==> config.mk <==
export PLATFORM = sky130hd
export DESIGN_NAME = eth_type_extract
export DESIGN_NICKNAME = d
export VERILOG_FILES = /design/src/rtl/eth_type_extract.sv
export SDC_FILE = /design/constraint.sdc
export NUM_CORES = 1
export LEC_CHECK = 0
export CELL_PAD_IN_SITES_DETAIL_PLACEMENT = 0
export CELL_PAD_IN_SITES_GLOBAL_PLACEMENT = 1
export CORE_UTILIZATION = 45
export DETAILED_ROUTE_END_ITERATION = 6
export MAX_ROUTING_LAYER = met4
export PLACE_DENSITY = 0.81
export SLEW_MARGIN = 20
export SYNTH_ARGS = -nofsm -noshare
export SYNTH_HDL_FRONTEND = slang
export SYNTH_SLANG_ARGS = --single-unit
==> constraint.sdc <==
create_clock -name i_clk -period 3.25 [get_ports i_clk]
set_input_delay 0.325 -clock i_clk [delete_from_list [all_inputs] [get_ports i_clk]]
set_output_delay 0.325 -clock i_clk [all_outputs]
set_load 0.01 [all_outputs]
==> src/rtl/eth_type_extract.sv <==
// -----------------------------------------------------------------------------
// eth_type_extract
//
// Sits in front of the TSN NIC descriptor generator. The 9-bit per-port byte
// stream is delayed by a fixed pipeline while the EtherType is captured from
// the frame header. Because the header has been parsed before the head byte
// leaves the pipeline, the EtherType and the standard/TSN flag are already
// valid in the cycle the head appears on the output. Frames that end, or
// stall, before their EtherType has been seen (runts) are removed from the
// stream and counted.
//
// Optional feature (macro ETH_TYPE_VLAN_EN):
//   When defined, a frame whose bytes 12-13 are 16'h8100 takes its EtherType
//   from bytes 16-17 instead. Such a frame must reach byte 17 to be kept, and
//   the pipeline depth becomes 18 regardless of DELAY_CYCLES.
//   When undefined, the EtherType always comes from bytes 12-13 and the depth
//   is DELAY_CYCLES.
//
// Parameters:
//   DELAY_CYCLES  input-to-output latency in cycles (>= 14)
//   TSN_ETH_TYPE  EtherType that marks a mapped TSN frame
//
// Ports:
//   i_clk                      clock
//   i_rst_n                    asynchronous active-low reset
//   iv_data[8:0]               byte stream; [8] flags head and tail bytes
//   i_data_wr                  byte valid, contiguous within a frame
//   ov_data[8:0]               delayed byte stream (zero when suppressed)
//   o_data_wr                  delayed byte valid
//   ov_eth_type[15:0]          EtherType of the frame on the output
//   o_standardpkt_tsnpkt_flag  1 = standard frame, 0 = TSN mapped frame
//   ov_runt_discard_cnt[31:0]  number of dropped runt/truncated frames
//   ov_in_state[1:0]           input capture FSM state (debug)
// -----------------------------------------------------------------------------
module eth_type_extract #(
    parameter int          DELAY_CYCLES = 14,
    parameter logic [15:0] TSN_ETH_TYPE = 16'h1800
) (
    input  logic        i_clk,
    input  logic        i_rst_n,
    input  logic [8:0]  iv_data,
    input  logic        i_data_wr,
    output logic [8:0]  ov_data,
    output logic        o_data_wr,
    output logic [15:0] ov_eth_type,
    output logic        o_standardpkt_tsnpkt_flag,
    output logic [31:0] ov_runt_discard_cnt,
    output logic [1:0]  ov_in_state
);

`ifdef ETH_TYPE_VLAN_EN
    localparam bit VLAN_EN = 1'b1;
    localparam int DEPTH   = 18;
`else
    localparam bit VLAN_EN = 1'b0;
    localparam int DEPTH   = DELAY_CYCLES;
`endif

    // The output register is the last pipeline stage, so the delay line
    // itself holds DEPTH-1 stages and the output decision looks at the last.
    localparam int TAP = DEPTH - 2;

    localparam logic [15:0] VLAN_TPID = 16'h8100;

    typedef enum logic [1:0] {
        IDLE_S = 2'd0,
        HDR_S  = 2'd1,
        BODY_S = 2'd2
    } in_state_t;

    typedef enum logic [1:0] {
        OUT_IDLE_S = 2'd0,
        OUT_PASS_S = 2'd1,
        OUT_DROP_S = 2'd2
    } out_state_t;

    // -------------------------------------------------------------------------
    // Delay line
    // -------------------------------------------------------------------------
    genvar gi;
    generate
        for (gi = 0; gi <= TAP; gi++) begin : g_dl
            logic       wr_reg;
            logic [8:0] data_reg;
            if (gi == 0) begin : g_first
                always_ff @(posedge i_clk or negedge i_rst_n) begin
                    if (!i_rst_n) begin
                        wr_reg   <= 1'b0;
                        data_reg <= 9'd0;
                    end else begin
                        wr_reg   <= i_data_wr;
                        data_reg <= i_data_wr ? iv_data : 9'd0;
                    end
                end
            end else begin : g_next
                always_ff @(posedge i_clk or negedge i_rst_n) begin
                    if (!i_rst_n) begin
                        wr_reg   <= 1'b0;
                        data_reg <= 9'd0;
                    end else begin
                        wr_reg   <= g_dl[gi-1].wr_reg;
                        data_reg <= g_dl[gi-1].data_reg;
                    end
                end
            end
        end
    endgenerate

    logic       tap_wr;
    logic [8:0] tap_data;
    assign tap_wr   = g_dl[TAP].wr_reg;
    assign tap_data = g_dl[TAP].data_reg;

    // -------------------------------------------------------------------------
    // Input capture FSM
    //
    // A flagged byte only starts a frame if no stray (unflagged, out-of-frame)
    // bytes precede it. After a frame is cut short by a gap, its remaining
    // bytes arrive as strays and its tail would otherwise be mistaken for a
    // new head. The output side applies the same rule to the delayed stream,
    // so both sides agree on which bytes are heads.
    // -------------------------------------------------------------------------
    in_state_t  in_state_reg,  in_state_next;
    logic [4:0] byte_cnt_reg,  byte_cnt_next;
    logic [7:0] type_hi_reg,   type_hi_next;
    logic       vlan_reg,      vlan_next;
    logic       in_stray_reg,  in_stray_next;
    logic       commit;
    logic       fifo_push;
    logic       push_runt;
    logic [15:0] push_type;

    always_ff @(posedge i_clk or negedge i_rst_n) begin
        if (!i_rst_n) begin
            in_state_reg <= IDLE_S;
            byte_cnt_reg <= 5'd0;
            type_hi_reg  <= 8'd0;
            vlan_reg     <= 1'b0;
            in_stray_reg <= 1'b0;
        end else begin
            in_state_reg <= in_state_next;
            byte_cnt_reg <= byte_cnt_next;
            type_hi_reg  <= type_hi_next;
            vlan_reg     <= vlan_next;
            in_stray_reg <= in_stray_next;
        end
    end

    always_comb begin
        in_state_next = in_state_reg;
        byte_cnt_next = byte_cnt_reg;
        type_hi_next  = type_hi_reg;
        vlan_next     = vlan_reg;
        in_stray_next = in_stray_reg;
        commit        = 1'b0;
        fifo_push     = 1'b0;
        push_runt     = 1'b0;
        push_type     = 16'h0000;

        case (in_state_reg)
            IDLE_S: begin
                if (i_data_wr) begin
                    if (iv_data[8]) begin
                        if (in_stray_reg) begin
                            // tail of a frame that was cut short
                            in_stray_next = 1'b0;
                        end else begin
                            in_state_next = HDR_S;
                            byte_cnt_next = 5'd1;
                            vlan_next     = 1'b0;
                        end
                    end else begin
                        in_stray_next = 1'b1;
                    end
                end
            end

            HDR_S: begin
                if (!i_data_wr) begin
                    fifo_push     = 1'b1;
                    push_runt     = 1'b1;
                    in_state_next = IDLE_S;
                end else begin
                    byte_cnt_next = byte_cnt_reg + 5'd1;
                    if (byte_cnt_reg == 5'd12 || (vlan_reg && byte_cnt_reg == 5'd16)) begin
                        type_hi_next = iv_data[7:0];
                    end
                    if (byte_cnt_reg == 5'd13 && !vlan_reg) begin
                        if (VLAN_EN && {type_hi_reg, iv_data[7:0]} == VLAN_TPID) begin
                            vlan_next = 1'b1;
                        end else begin
                            commit = 1'b1;
                        end
                    end
                    if (vlan_reg && byte_cnt_reg == 5'd17) begin
                        commit = 1'b1;
                    end

                    if (commit) begin
                        fifo_push     = 1'b1;
                        push_type     = {type_hi_reg, iv_data[7:0]};
                        in_state_next = iv_data[8] ? IDLE_S : BODY_S;
                    end else if (iv_data[8]) begin
                        fifo_push     = 1'b1;
                        push_runt     = 1'b1;
                        in_state_next = IDLE_S;
                    end
                end
            end

            BODY_S: begin
                if (!i_data_wr || iv_data[8]) begin
                    in_state_next = IDLE_S;
                end
            end

            default: begin
                in_state_next = IDLE_S;
            end
        endcase
    end

    assign ov_in_state = in_state_reg;

    // -------------------------------------------------------------------------
    // Metadata FIFO, 2 x {runt, type}
    //
    // At the minimum depth the header commit and the head leaving the delay
    // line fall in the same cycle, so an empty FIFO forwards the entry being
    // pushed straight to the pop side.
    // -------------------------------------------------------------------------
    logic [16:0] fifo_mem [0:1];
    logic        fifo_wr_ptr_reg;
    logic        fifo_rd_ptr_reg;
    logic [1:0]  fifo_cnt_reg;
    logic        fifo_pop;
    logic        fifo_bypass;
    logic [16:0] push_entry;
    logic [16:0] pop_entry;
    logic        pop_runt;
    logic [15:0] pop_type;

    assign push_entry  = {push_runt, push_type};
    assign fifo_bypass = (fifo_cnt_reg == 2'd0) && fifo_push && fifo_pop;
    assign pop_entry   = (fifo_cnt_reg == 2'd0) ? push_entry : fifo_mem[fifo_rd_ptr_reg];
    assign pop_runt    = pop_entry[16];
    assign pop_type    = pop_entry[15:0];

    always_ff @(posedge i_clk) begin
        if (fifo_push && !fifo_bypass) begin
            fifo_mem[fifo_wr_ptr_reg] <= push_entry;
        end
    end

    always_ff @(posedge i_clk or negedge i_rst_n) begin
        if (!i_rst_n) begin
            fifo_wr_ptr_reg <= 1'b0;
            fifo_rd_ptr_reg <= 1'b0;
            fifo_cnt_reg    <= 2'd0;
        end else if (!fifo_bypass) begin
            if (fifo_push) begin
                fifo_wr_ptr_reg <= ~fifo_wr_ptr_reg;
            end
            if (fifo_pop) begin
                fifo_rd_ptr_reg <= ~fifo_rd_ptr_reg;
            end
            case ({fifo_push, fifo_pop})
                2'b10:   fifo_cnt_reg <= fifo_cnt_reg + 2'd1;
                2'b01:   fifo_cnt_reg <= fifo_cnt_reg - 2'd1;
                default: fifo_cnt_reg <= fifo_cnt_reg;
            endcase
        end
    end

`ifndef SYNTHESIS
    a_pop_not_empty: assert property (@(posedge i_clk) disable iff (!i_rst_n)
        !(fifo_pop && fifo_cnt_reg == 2'd0 && !fifo_push));
    a_push_not_full: assert property (@(posedge i_clk) disable iff (!i_rst_n)
        !(fifo_push && !fifo_pop && fifo_cnt_reg == 2'd2));
`endif

    // -------------------------------------------------------------------------
    // Output stage
    // -------------------------------------------------------------------------
    out_state_t out_state_reg, out_state_next;
    logic       out_stray_reg, out_stray_next;
    logic       emit_wr;
    logic       load_type;
    logic       runt_inc;

    always_ff @(posedge i_clk or negedge i_rst_n) begin
        if (!i_rst_n) begin
            out_state_reg <= OUT_IDLE_S;
            out_stray_reg <= 1'b0;
        end else begin
            out_state_reg <= out_state_next;
            out_stray_reg <= out_stray_next;
        end
    end

    always_comb begin
        out_state_next = out_state_reg;
        out_stray_next = out_stray_reg;
        fifo_pop       = 1'b0;
        emit_wr        = 1'b0;
        load_type      = 1'b0;
        runt_inc       = 1'b0;

        case (out_state_reg)
            OUT_IDLE_S: begin
                if (tap_wr) begin
                    if (tap_data[8]) begin
                        if (out_stray_reg) begin
                            out_stray_next = 1'b0;
                        end else begin
                            fifo_pop = 1'b1;
                            if (pop_runt) begin
                                runt_inc       = 1'b1;
                                out_state_next = OUT_DROP_S;
                            end else begin
                                emit_wr        = 1'b1;
                                load_type      = 1'b1;
                                out_state_next = OUT_PASS_S;
                            end
                        end
                    end else begin
                        out_stray_next = 1'b1;
                    end
                end
            end

            OUT_PASS_S: begin
                if (!tap_wr) begin
                    out_state_next = OUT_IDLE_S;
                end else begin
                    emit_wr = 1'b1;
                    if (tap_data[8]) begin
                        out_state_next = OUT_IDLE_S;
                    end
                end
            end

            OUT_DROP_S: begin
                if (!tap_wr || tap_data[8]) begin
                    out_state_next = OUT_IDLE_S;
                end
            end

            default: begin
                out_state_next = OUT_IDLE_S;
            end
        endcase
    end

    always_ff @(posedge i_clk or negedge i_rst_n) begin
        if (!i_rst_n) begin
            ov_data                   <= 9'd0;
            o_data_wr                 <= 1'b0;
            ov_eth_type               <= 16'h0000;
            o_standardpkt_tsnpkt_flag <= 1'b0;
            ov_runt_discard_cnt       <= 32'd0;
        end else begin
            ov_data   <= emit_wr ? tap_data : 9'd0;
            o_data_wr <= emit_wr;
            if (load_type) begin
                ov_eth_type               <= pop_type;
                o_standardpkt_tsnpkt_flag <= (pop_type != TSN_ETH_TYPE);
            end
            if (runt_inc) begin
                ov_runt_discard_cnt <= ov_runt_discard_cnt + 32'd1;
            end
        end
    end

endmodule

==> run_results.csv <==
group,metric,value,unit
route,drc,14,
clock_tree,cts_tree,"done",
clock_tree,ctsResizeCount,0,
floorplanning,core_area,18100,um2
power_and_ir_drop,p_leak,4.62,nW
grt,grt_usage,16.2,%
logic_synthesis,synth.area.top_cells,"dfrtp_1 63%, edfxtp_1 12%, xnor2_1 2.4%",
logic_synthesis,synth_area_leader_cell,"dfrtp_1",
job,maxCapViolCount,0,
power_and_ir_drop,ir_drop,0.413,mV
setup_path,r2r-start,"byte_cnt_reg[0]$_DFFE_PN0P_",
clock_tree,htreeDepth,1,
logic_synthesis,synth_edf_count,34,
timing,fin_worst_skew,0.0120,ns
timing,worst_pin_slew,0.796,ns
grt,grt_pass1_wl,24.3,mm
logic_synthesis,yosysUniqueCellTypes,47,
setup_path,startpoint,"byte_cnt_reg[0]$_DFFE_PN0P_",
timing,post-route-period-util,81.4,%
logic_synthesis,synth_area,8360,um2
timing,period_needed,2.65,ns
placement,gp_congestion,0.805,
finish,final_nets,678,
power_and_ir_drop,powerDensity,714,nW/um2
route,drt-vias-per-instance,5.02,
setup_path,start_kind,"flip-flop",
clock_tree,clk-insertion-delay-late,0.51,ns
floorplanning,num_rows,49,
clock_tree,cts_setup_buffers,0,
setup_path,crit_type,"flip-flop to flip-flop",
placement,postPlaceCellArea,9420,um2
grt,grt_start_max_net_pins,105,
grt,antenna_found_initial,0,
status,violations,"DRC",
timing,holdWs,0.340,ns
timing,rsz0062_at_grt,"no",
logic_synthesis,async_flop_share,86.2,%
floorplanning,ios,73,
finish,final_cells,904,
setup_path,crit_arrival,3.03,ns
grt,grt-ovfl-total,0,
finish,area_growth,21.8,%
placement,place_inst,863,
placement,io_buffers,72,
setup_path,rrSetupSlack,0.60,ns
logic_synthesis,syn_nets,582,
timing,finalMaxSlewViolations,0,
route,routed_wl,14.2,mm
logic_synthesis,yosysWarnings,0,
route,first_iter_violations,287,
finish,finalInstanceArea,10200,um2
logic_synthesis,syn_avg_cell_area,14.8,um2
logic_synthesis,ys.flop_type,"dfrtp_1",
floorplanning,dieArea,19100,um2
floorplanning,die_width,138,um
clock_tree,cts-root-buf,"clkbuf_16",
setup_path,endpoint_kind,"flip-flop",
setup_path,critical_path_required,3.64,ns
grt,grt_pass1_vias,4770,
power_and_ir_drop,total_power,7.27,mW
finish,largest_reg_flops,117,
timing,finalSetupViolCount,0,
status,status,"complete, but fails checks",
clock_tree,cts_max_path_buffers,3,
hold_path,min_path_type,"flip-flop to flip-flop",
route,drt-wirelength-per-cell,15.7,um
finish,drive_gt1_share,10.8,%
finish,layout_commonest_cell,"dfrtp_1",
setup_path,r2r-end,"ov_runt_discard_cnt[18]$_DFFE_PN0P_",
finish,n_antenna_cell,0,
timing,relSlewSlack,46.4,%
logic_synthesis,synth_seq_area_share,75.6,%
setup_path,r2r_cells,7,
clock_tree,cts_inserted_buffers,24,
finish,fin_util,56.3,%
logic_synthesis,synth_top_area_share,63.4,%
clock_tree,clkSlewWorstSetupHoldPaths,0.06,ns
timing,max_freq,0.378,GHz
logic_synthesis,synth-seq-cells,246,
timing,hold_viol,0,
finish,final_cell_mix,"212 x dfrtp_1, 71 x clkdlybuf4s50_1, 38 x nand2_1, 34 x nor2_1, 34 x edfxtp_1",
route,dr.pass1.iters,6,
placement,dp_hpwl,9.15,mm
setup_path,cp_max_fo,8,
logic_synthesis,syn_inst,565,
route,ant_nets,0,
timing,fin_tns_setup,0,ns
timing,finalWorstSetupSlack,0.604,ns
setup_path,worstSetupEndpoint,"ov_runt_discard_cnt[18]$_DFFE_PN0P_",
route,vias,4541,
clock_tree,numClockSinks,246,
placement,preCtsSetupSlack,0.581,ns
floorplanning,initial_core_util,46.2,%
floorplanning,die_y,138,um
## logic make-up after synthesis
logic type	Yosys count	share of synthesized area, %
AO/OA/AOI/OAI	53	3.64
XOR/XNOR	36	3.77
adder cells (fa/ha/maj)	5	0.748
buffers and inverters	22	1.05
flip-flops	246	75.6
multiplexers	25	3.13
AND/OR/NAND/NOR	178	12.0
## metal layers
metal  up-vias  share of wire, %  global-route usage, %
li1       2124                 -                      -
met3        26               4.1                   2.63
met5         -                 0                      -
met2       102                49                   26.3
met4         0               2.4                   4.91
met1      2289                45                   21.1
## synth_stat cells (8+ instances only)
master	number
xnor2_1	23
xor2_1	13
nand4_1	15
edfxtp_1	34
and2_1	29
o21ai_0	22
nand3_1	10
nor2_1	35
nand2_1	38
mux2_2	9
nor3_2	8
and3_1	12
dfrtp_1	212
mux2i_1	16
clkbuf_1	10
a21oi_1	15
## how the worst min path moves through the flow
stage	startpoint	endpoint	slack [ns]	cells past startpoint
global route	g_dl[4].data_reg[6]$_DFF_PN0_	g_dl[5].data_reg[6]$_DFF_PN0_	0.34	0
finish	g_dl[4].data_reg[6]$_DFF_PN0_	g_dl[5].data_reg[6]$_DFF_PN0_	0.34	0
floorplan	i_rst_n	byte_cnt_reg[0]$_DFFE_PN0P_	0.03	0
global placement	g_dl[8].data_reg[1]$_DFF_PN0_	g_dl[9].data_reg[1]$_DFF_PN0_	0.33	0
detailed placement	g_dl[10].data_reg[4]$_DFF_PN0_	g_dl[11].data_reg[4]$_DFF_PN0_	0.33	0
CTS	g_dl[11].data_reg[2]$_DFF_PN0_	g_dl[12].data_reg[2]$_DFF_PN0_	0.34	0
## final cells by class
class / count / area [um2]
Fill cell: 1410 / 7900
Sequential cell: 246 / 6330
Multi-Input combinational cell: 297 / 1950
Timing Repair Buffer: 84 / 830
Clock buffer: 37 / 721
Tap cell: 229 / 287
Clock inverter: 3 / 40.0
Inverter: 8 / 30.0
## worst max-delay path, cell delays in order, from the launching register on
cell and delay [ns]:
dfrtp_1 0.44, ha_1 0.24, nand4b_1 0.14, a21boi_0 0.24, o21ai_0 0.71, and3_1 0.44
nand4_1 0.16, xnor2_1 0.16
## power by group
part	internal, mW	total, mW	switching, mW	leakage, nW
clock	1.59	2.65	1.06	0.374
sequential	3.40	3.56	0.157	3.06
combinational	0.482	1.06	0.575	1.18
total	5.47	7.27	1.79	4.62
## timing repair
action,4_1_cts,5_1_grt
endpoints found under the setup margin,0,0
hold endpoints to repair,101,0
hold buffers,1,0
Note: power is estimated with default switching activity, not from simulation.
